**src/rtl/clock_set_ctrl.sv**
```systemverilog
// Time-setting controller for a clock: freezes the counter, edits hour/min/sec
// fields with inc/dec buttons, then loads the edited time back with a one-cycle strobe.
module clock_set_ctrl #(
  parameter int BLINK_DIV = 49999999
) (
  input  logic       clk,
  input  logic       reset,
  input  logic       btn_mode,
  input  logic       btn_inc,
  input  logic       btn_dec,
  input  logic       btn_cancel,
  input  logic [5:0] cur_hour,
  input  logic [5:0] cur_min,
  input  logic [5:0] cur_sec,
  output logic       run_en,
  output logic       load,
  output logic [5:0] load_hour,
  output logic [5:0] load_min,
  output logic [5:0] load_sec,
  output logic [1:0] edit_field,
  output logic       blink
);

  localparam int CW = (BLINK_DIV < 1) ? 1 : $clog2(BLINK_DIV + 1);

  typedef enum logic [2:0] {RUN, SET_H, SET_M, SET_S, COMMIT} state_t;

  state_t        state, next_state;
  logic [5:0]    hour_q, min_q, sec_q;
  logic [CW-1:0] blink_cnt;
  logic          blink_q;
  logic          in_set, next_in_set, enter_set, accept_step;

  function automatic logic [5:0] wrap_step(input logic [5:0] v, input logic [5:0] max_v,
                                           input logic up);
    if (up) return (v == max_v) ? 6'd0 : v + 6'd1;
    else    return (v == 6'd0) ? max_v : v - 6'd1;
  endfunction

  always_ff @(posedge clk or posedge reset) begin
    if (reset) state <= RUN;
    else       state <= next_state;
  end

  // cancel beats mode beats inc/dec; COMMIT always falls back to RUN
  always_comb begin
    next_state = state;
    unique case (state)
      RUN:     if (btn_mode) next_state = SET_H;
      SET_H:   if (btn_cancel) next_state = RUN; else if (btn_mode) next_state = SET_M;
      SET_M:   if (btn_cancel) next_state = RUN; else if (btn_mode) next_state = SET_S;
      SET_S:   if (btn_cancel) next_state = RUN; else if (btn_mode) next_state = COMMIT;
      COMMIT:  next_state = RUN;
      default: next_state = RUN;
    endcase
  end

  assign in_set      = (state == SET_H) || (state == SET_M) || (state == SET_S);
  assign next_in_set = (next_state == SET_H) || (next_state == SET_M) || (next_state == SET_S);
  assign enter_set   = next_in_set && (next_state != state);
  assign accept_step = in_set && !btn_cancel && !btn_mode && (btn_inc ^ btn_dec);

  always_ff @(posedge clk or posedge reset) begin
    if (reset) begin
      hour_q <= 6'd0;
      min_q  <= 6'd0;
      sec_q  <= 6'd0;
    end else if (state == RUN && btn_mode) begin
      hour_q <= cur_hour;
      min_q  <= cur_min;
      sec_q  <= cur_sec;
    end else if (accept_step) begin
      unique case (state)
        SET_H:   hour_q <= wrap_step(hour_q, 6'd23, btn_inc);
        SET_M:   min_q  <= wrap_step(min_q, 6'd59, btn_inc);
        SET_S:   sec_q  <= wrap_step(sec_q, 6'd59, btn_inc);
        default: ;
      endcase
    end
  end

  // Any field change or field switch restarts the flash with the field visible
  always_ff @(posedge clk or posedge reset) begin
    if (reset) begin
      blink_cnt <= '0;
      blink_q   <= 1'b0;
    end else if (!next_in_set) begin
      blink_cnt <= '0;
      blink_q   <= 1'b0;
    end else if (enter_set || accept_step) begin
      blink_cnt <= '0;
      blink_q   <= 1'b1;
    end else if (blink_cnt == CW'(BLINK_DIV)) begin
      blink_cnt <= '0;
      blink_q   <= ~blink_q;
    end else begin
      blink_cnt <= blink_cnt + CW'(1);
    end
  end

  always_comb begin
    edit_field = 2'b00;
    unique case (state)
      SET_H:   edit_field = 2'b01;
      SET_M:   edit_field = 2'b10;
      SET_S:   edit_field = 2'b11;
      default: edit_field = 2'b00;
    endcase
  end

  assign run_en    = (state == RUN);
  assign load      = (state == COMMIT);
  assign blink     = blink_q & in_set;
  assign load_hour = hour_q;
  assign load_min  = min_q;
  assign load_sec  = sec_q;

endmodule

```
**config.mk**
```make
export PLATFORM = sky130hd
export DESIGN_NAME = clock_set_ctrl
export DESIGN_NICKNAME = d
export VERILOG_FILES = /design/src/rtl/clock_set_ctrl.sv
export SDC_FILE = /design/constraint.sdc
export NUM_CORES = 1
export LEC_CHECK = 0
export CAP_MARGIN = 30
export CORE_ASPECT_RATIO = 0.9
export CORE_MARGIN = 2
export CORE_UTILIZATION = 52
export CTS_BUF_LIST = sky130_fd_sc_hd__clkbuf_4
export DETAILED_ROUTE_END_ITERATION = 6
export GPL_TIMING_DRIVEN = 0
export HOLD_SLACK_MARGIN = 0.15
export PLACE_DENSITY_LB_ADDON = 0.3
export SYNTH_ARGS = -nofsm -noshare
export SYNTH_HDL_FRONTEND = slang
export SYNTH_SLANG_ARGS = --single-unit
```
**constraint.sdc**
```tcl
create_clock -name clk -period 1.6 [get_ports clk]
set_input_delay 0.32 -clock clk [delete_from_list [all_inputs] [get_ports clk]]
set_output_delay 0.32 -clock clk [all_outputs]
set_load 0.005 [all_outputs]
```
==> results by group, run 1 <==
Timing
  • # setup viols final: 36
  • Slew Viols, Final: 0
  • Fin crit share: 111.5%
  • Final WS setup: -0.1841 ns
  • Clk_skew: 0.02683 ns
  • Maximum clock frequency: 560.5 MHz
  • Min Tclk post-route: 1.784 ns
  • Setup TNS: -3.612 ns
  • Fin. Hold Viols: 0
  • Max_slew headroom: 64.91%
  • Slew @ Worst Pin: 0.5244 ns
  • Unrepaired setup endpoints after global routing: yes
  • Hold WS: 0.1756 ns

Floorplanning
  • Num rows: 28
  • Initial core utilization: 53.07%
  • Die height: 81.37 µm
  • Top Ports: 47
  • Core Box Area: 6516 µm²
  • Die width: 89.96 µm
  • Die area: 7320 µm²

Logic synthesis
  • Seq cells post-synth: 48
  • Synth area leaders: dfrtp_1, nor2_1, xor2_1
  • Synth Area in Compound Gates: 18.85%
  • Main combinational cell family by area after synthesis: simple AND/OR/NAND/NOR gates
  • Post-Synth XOR/XNOR Area: 6.838%
  • Area of the mapped netlist: 3458 µm²
  • Commonest cells post-synth: nor2_1, dfrtp_1, nand2_1
  • Synth unique cells: 67
  • Post-synth top area cell: dfrtp_1
  • Count leader, synth: nor2_1
  • EDFF count, synth: 0
  • Yosys warnings: 0
  • Sequential element share of the synthesized area: 34.73%
  • Ys flop type: dfrtp_1
  • Synth top area share: 34.73%
  • Synth Area in Simple Gates: 29.20%
  • Syn avg cell area: 8.137 µm²
  • Syn Inst Count: 425
  • Post-synthesis mux area share: 0.6151%
  • Synthesized net count: 459
  • Adder-Cell Fraction of Synth Area: 3.618%
  • Post-synth ARST share: 100.0%

Drt
  • Vias after detailed routing: 3,975
  • WL final: 11,740 µm
  • Iter 0 DRT Violations: 329
  • Drt via density: 6.350
  • WL/cell: 18.75 µm
  • Antenna viol nets, final: 0
  • Initial DRT Pass Iterations: 6
  • # DRC: 0

Power and ir drop
  • Leakage: 2.190 nW
  • Sw frac: 43.68%
  • P per Cell Area: 1343 nW/µm²
  • Maximum vdd drop: 1.111 mV
  • Net Sw Power: 3.063 mW
  • Sequential power share: 24.8%
  • Int Pwr: 3.949 mW
  • Combinational power share: 64.3%
  • Clk pwr share: 10.9%
  • Total power: 7.012 mW

Placement
  • Detailed Place HPWL: 6388 µm
  • Dpl cell area: 4041 µm²
  • Port Buffers: 43
  • GPL Wtd Cong: 0.9237
  • Post-placement cell count: 559
  • Post-place setup slack: -0.5711 ns

Cells and area
  • Net count, final: 569
  • Antenna diodes: 0
  • Syn-to-layout area delta: 50.98%
  • Final Instance Count excl. Fillers: 626
  • Fin area: 5221 µm²
  • Share of cells above drive strength 1: 39.55%
  • Fin util: 80.13%

Setup path
  • R2R Path End: load_hour[3]
  • Reg2reg path depth: 6
  • Critical Path Start Type: flop
  • Crit-path max FO: 9
  • Buffers & Inverters on Critical Path: 1
  • Critical R2R Launch: load_hour[2]
  • Crit-path cells: buf_4, or4_4, nand3_1, o31ai_1, a211oi_1, o21ai_1
  • CP endpoint kind: flop
  • CP max stage delay: 0.52 ns
  • Crit-path leading delay family: simple AND/OR/NAND/NOR gates
  • CP Data Required Time: 1.88 ns
  • Worst path slowest cell: or4_4
  • CP Data Arrival Time: 2.07 ns
  • R2R Setup Slk: -0.18 ns
  • Critical path class: reg -> reg

GRT
  • Gr usage total: 28.07%
  • Initial antenna violation count: 0
  • Pin count of the biggest net entering global routing: 36
  • Via count of the first global-routing pass: 3,549
  • Total gr overflow: 0
  • First-pass GRT wire length: 16,760 µm

CTS
  • Reg clk slew, reported paths: 0.17 ns
  • CTS root buffer: clkbuf_4
  • Worst skew pair latency: 0.40 ns
  • Total CTS buffers: 5
  • CTS tree: built
  • Htree depth: 2
  • Clock sinks: 48
  • Clock tree buffer depth: 2

Run status
  • Outcome: finished with violations
  • Failing checks: negative setup slack

Hold path
  • Hold/Removal Path Class: in -> async

Job
  • Max-cap viol count: 0
## cell type report
cell class / instances / area (µm²)
Clock buffer: 5 / 37.54
Clock inverter: 3 / 37.54
Timing Repair Buffer: 105 / 974.7
Tap cell: 90 / 112.6
Multi-Input combinational cell: 331 / 2557
Sequential cell: 48 / 1214
Buffer: 27 / 221.5
Fill cell: 365 / 1295
Inverter: 17 / 66.31
## worst register-to-register path: stages, from the launching register on
cell and delay [ns]:
dfrtp_1 0.44, buf_4 0.17, or4_4 0.52, nand3_1 0.10
o31ai_1 0.09, a211oi_1 0.24, o21ai_1 0.10
## state kept, by name, indices dropped and copies added (netlist names)
signal     flops
load_min       6
blink_cnt     26
state          3
load_sec       6
load_hour      6
blink_q        1
## power by group through the flow
stage          Combinational [mW]  Clock, mW  Sequential, mW
2_1_floorplan                1.86          0            1.75
3_3_place_gp                 2.78          0            1.79
3_5_place_dp                 2.87          0            1.81
4_1_cts                      3.72      0.748            1.68
5_1_grt                      4.81      0.807            1.76
6_report                     4.51      0.764            1.74
## how the worst max path moves through the flow
stage | start | to | slack [ns] | cells past startpoint
finish | load_hour[2] | load_hour[3] | -0.18 | 6
global route | blink_cnt[8] | blink_cnt[24] | -0.25 | 7
CTS | blink_cnt[8] | blink_q | -0.13 | 6
detailed placement | btn_dec | load_min[1] | -0.57 | 6
global placement | reset | state[2] | -0.90 | 2
floorplan | load_min[0] | load_min[4] | -0.03 | 7
## kinds of logic (layout without fill, tap and decap cells)
group	Yosys count	count (layout)
adder cells (fa/ha/maj)	10	10
flip-flops	48	48
AND/OR/NAND/NOR	194	194
buffers and inverters	46	157
multiplexers	2	2
XOR/XNOR	27	27
AO/OA/AOI/OAI	98	98
## per-layer routing
layer,GRT usage (%),vias to the layer above,part of all wire [%]
met5,0,-,0
met1,35.85,1889,38
met3,4.360,69,8.3
met2,48.79,255,49
met4,11.08,0,4.2
li1,-,1762,-
## cell usage in the layout, fill, tap and decap left out, drive strengths merged, types with 2 or more instances in the layout
master	n
a211oi	3
a21o	2
a21oi	22
a221oi	3
a311oi	4
a31oi	8
and2	3
and3	5
and4	3
buf	82
clkbuf	16
clkdlybuf4s50	21
clkinv	3
dfrtp	48
dlygate4sd2	8
dlymetal6s2s	9
ha	10
inv	16
nand2	36
nand3	26
nand4	15
nand4b	2
nor2	58
nor2b	9
nor3	11
nor3b	4
nor4	9
nor4b	2
o211ai	6
o21ai	24
o2bb2ai	3
o31a	2
o31ai	3
o32ai	2
or2	2
or3	3
or4	2
xnor2	6
xor2	21
## what timing repair did
action,4_1_cts,5_1_grt
resized for setup,114,125
hold buffers,1,0
gates cloned,1,1
buffers inserted,44,14
endpoints found under the setup margin,64,54
pin swaps,28,26
endpoints found under the hold margin,1,0
No activity file was read; power rests on OpenSTA's default activity.
==> inputs of run 2 (changes only) <==
RECOVER_POWER = 50   (was default)
==> run 2 against run 1 <==
  * The flow still finishes with violations (negative setup slack)
  * Clock-buffer cell count stayed put
  * Hold slack better by 0.078 ns
  * Critical path depth stayed put
  * Flip-flop and latch count stayed put
  * Combinational power hardly changed
  * Sequential power hardly changed
  * Maximum frequency is 0.19% lower
  * Clock power is 0.5% higher
  * Sequential share of layout area is 0.056 points higher
  * Clock skew is 0.0014 ns lower
  * Non-clock buffer count stayed put
  * Routed wire length is 0.61% higher
  * Critical path type unchanged
  * Critical endpoint unchanged
  * Largest power group unchanged
  * Highest routed layer unchanged
==> results by group, run 2 (synthesized netlist as in run 1, its figures left out) <==
Setup path
  • Critical path launch point: load_hour[2]
  • Crit-path cells: buf_4, or4_4, nand3_1, o31ai_1, a211oi_1, o21ai_1
  • CP endpoint kind: flop
  • R2R Setup Slk: -0.19 ns (about the same)
  • Worst path slowest cell: or4_4
  • CP Data Arrival Time: 2.07 ns (about the same)
  • Crit-path max FO: 9 (unchanged)
  • Crit-path leading delay family: simple AND/OR/NAND/NOR gates
  • CP Data Required Time: 1.89 ns (about the same)
  • CP max stage delay: 0.52 ns (about the same)
  • Critical Path Start Type: flop
  • Critical R2R Launch: load_hour[2]
  • Buffers & Inverters on Critical Path: 1 (unchanged)
  • Reg2reg path depth: 6 (unchanged)
  • R2R Path End: load_hour[3]
  • Critical path class: reg -> reg

Hold path
  • Hold/Removal Path Class: in -> reg
  • Hold Path Cell Cnt: 3
  • HP Start: btn_cancel
  • Hold EP: state[2]

GRT
  • Via count of the first global-routing pass: 3,549 (unchanged)
  • Initial antenna violation count: 0 (unchanged)
  • Gr usage total: 28.07% (unchanged)
  • Total gr overflow: 0 (unchanged)
  • First-pass GRT wire length: 16,760 µm (unchanged)
  • Pin count of the biggest net entering global routing: 36 (unchanged)

Power and ir drop
  • P per Cell Area: 1350 nW/µm² (+0.50%)
  • Leakage: 2.186 nW (-0.16%)
  • Total power: 7.031 mW (+0.26%)
  • Maximum vdd drop: 1.112 mV (about the same)

Floorplanning
  • Top Ports: 47 (unchanged)
  • Num rows: 28 (unchanged)
  • Die area: 7320 µm² (unchanged)
  • Core Box Area: 6516 µm² (unchanged)
  • Initial core utilization: 53.07% (unchanged)
  • Die height: 81.37 µm (unchanged)
  • Die width: 89.96 µm (unchanged)

Cells and area
  • Share of cells above drive strength 1: 39.37% (-0.19 points)
  • Net count, final: 569 (unchanged)
  • Max reg flops: 26 (unchanged)
  • Fin area: 5209 µm² (-0.24%)
  • Most frequent cells in the layout: buf_4, dfrtp_1, nand2_1
  • Fin util: 79.93% (-0.19 points)
  • Syn-to-layout area delta: 50.62%
  • Commonest non-fill, non-tap cell in the layout: buf_4
  • Fill cells: 367 (+0.55%)
  • Antenna diodes: 0 (unchanged)
  • Top reg by flops: blink_cnt

Drt
  • Antenna viol nets, final: 0 (unchanged)
  • Initial DRT Pass Iterations: 6 (unchanged)
  • Vias after detailed routing: 3,988 (+0.33%)
  • Iter 0 DRT Violations: 329 (unchanged)
  • # DRC: 0 (unchanged)
  • WL/cell: 18.87 µm (+0.61%)
  • Drt via density: 6.371 (+0.33%)
  • WL final: 11,810 µm (+0.61%)

Placement
  • Post-place setup slack: -0.5711 ns (unchanged)
  • GPL Wtd Cong: 0.9237 (unchanged)
  • Detailed Place HPWL: 6388 µm (unchanged)
  • Dpl cell area: 4041 µm² (unchanged)
  • Port Buffers: 43 (unchanged)

Timing
  • # setup viols final: 36 (unchanged)
  • Final WS setup: -0.1875 ns (-0.003400 ns)
  • Clk_skew: 0.02539 ns (-0.001436 ns)
  • Slew Viols, Final: 0 (unchanged)
  • Fin. Hold Viols: 0 (unchanged)
  • Fin crit share: 111.7% (+0.21 points)
  • Min Tclk post-route: 1.788 ns (+0.003400 ns)
  • Max_slew headroom: 60.17% (-4.7 points)
  • Unrepaired setup endpoints after global routing: yes
  • Slew @ Worst Pin: 0.5968 ns (+0.07237 ns)
  • Maximum clock frequency: 559.4 MHz (-0.19%)

CTS
  • Total CTS buffers: 5 (unchanged)
  • Clock sinks: 48 (unchanged)
  • CTS root buffer: clkbuf_4
  • Reg clk slew, reported paths: 0.17 ns (about the same)
  • Htree depth: 2 (unchanged)
  • Worst skew pair latency: 0.40 ns (about the same)
  • Clock tree buffer depth: 2 (unchanged)
  • CTS tree: built

Run status
  • Outcome: finished with violations
  • Failing checks: negative setup slack

Job
  • Max-cap viol count: 0 (unchanged)
run 2: cell type report:
class / count / area, µm² / share of cell area, %
Multi-Input combinational cell: 331 / 2557 / 49.10
Sequential cell: 48 / 1214 / 23.30
Timing Repair Buffer: 105 / 962.2 / 18.47
Buffer: 27 / 221.5 / 4.252
Tap cell: 90 / 112.6 / 2.162
Inverter: 17 / 66.31 / 1.273
Clock buffer: 5 / 37.54 / 0.7206
Clock inverter: 3 / 37.54 / 0.7206
run 2: worst max path at each step:
stage / slack [ns] / end / cells past startpoint
2_1_floorplan: -0.03 / load_min[4] / 7
3_3_place_gp: -0.90 / state[2] / 2
5_1_grt: -0.25 / blink_cnt[24] / 7
4_1_cts: -0.13 / blink_q / 6
6_report: -0.19 / load_hour[3] / 6
3_5_place_dp: -0.57 / load_min[1] / 6
run 2: metrics by stage:
stage / hold slack (ns) / std cells / TNS (ns)
global placement: 0.4917 / 558 / -56.29
detailed placement: 0.5206 / 559 / -14.75
global route: 0.2780 / 626 / -7.140
CTS: 0.2103 / 611 / -2.742
finish: 0.2540 / 626 / -3.631
floorplan: 0.4368 / 425 / -0.3193
run 2: worst register-to-register path, cell delays in order (launching register included):
cell and delay (ns):
dfrtp_1 0.44, buf_4 0.17, or4_4 0.52, nand3_1 0.11, o31ai_1 0.09, a211oi_1 0.24
o21ai_1 0.10
run 2: metal layers:
| layer | share of wire (%) | vias to the layer above | track usage [%] | routed length (µm) |
|---|---|---|---|---|
| li1 | - | 1767 | - | - |
| met1 | 39 | 1895 | 35.85 | 4582 |
| met2 | 49 | 258 | 48.79 | 5795 |
| met3 | 8.1 | 68 | 4.360 | 959 |
| met4 | 4.0 | 0 | 11.08 | 473 |
| met5 | 0 | - | 0 | 0 |
run 2: report_power, final:
part,total (mW),internal (mW),switching [mW]
sequential,1.74,1.48,0.255
clock,0.768,0.320,0.448
combinational,4.52,2.14,2.38
run 2: what timing repair did:
| action | 4_1_cts | 5_1_grt |
|---|---|---|
| hold endpoints to repair | 1 | 0 |
| cloned | 1 | 1 |
| resized for setup | 114 | 125 |
| endpoints found under the setup margin | 64 | 54 |
| hold buffers | 1 | 0 |
| setup buffers | 44 | 14 |
| pin swaps | 28 | 26 |
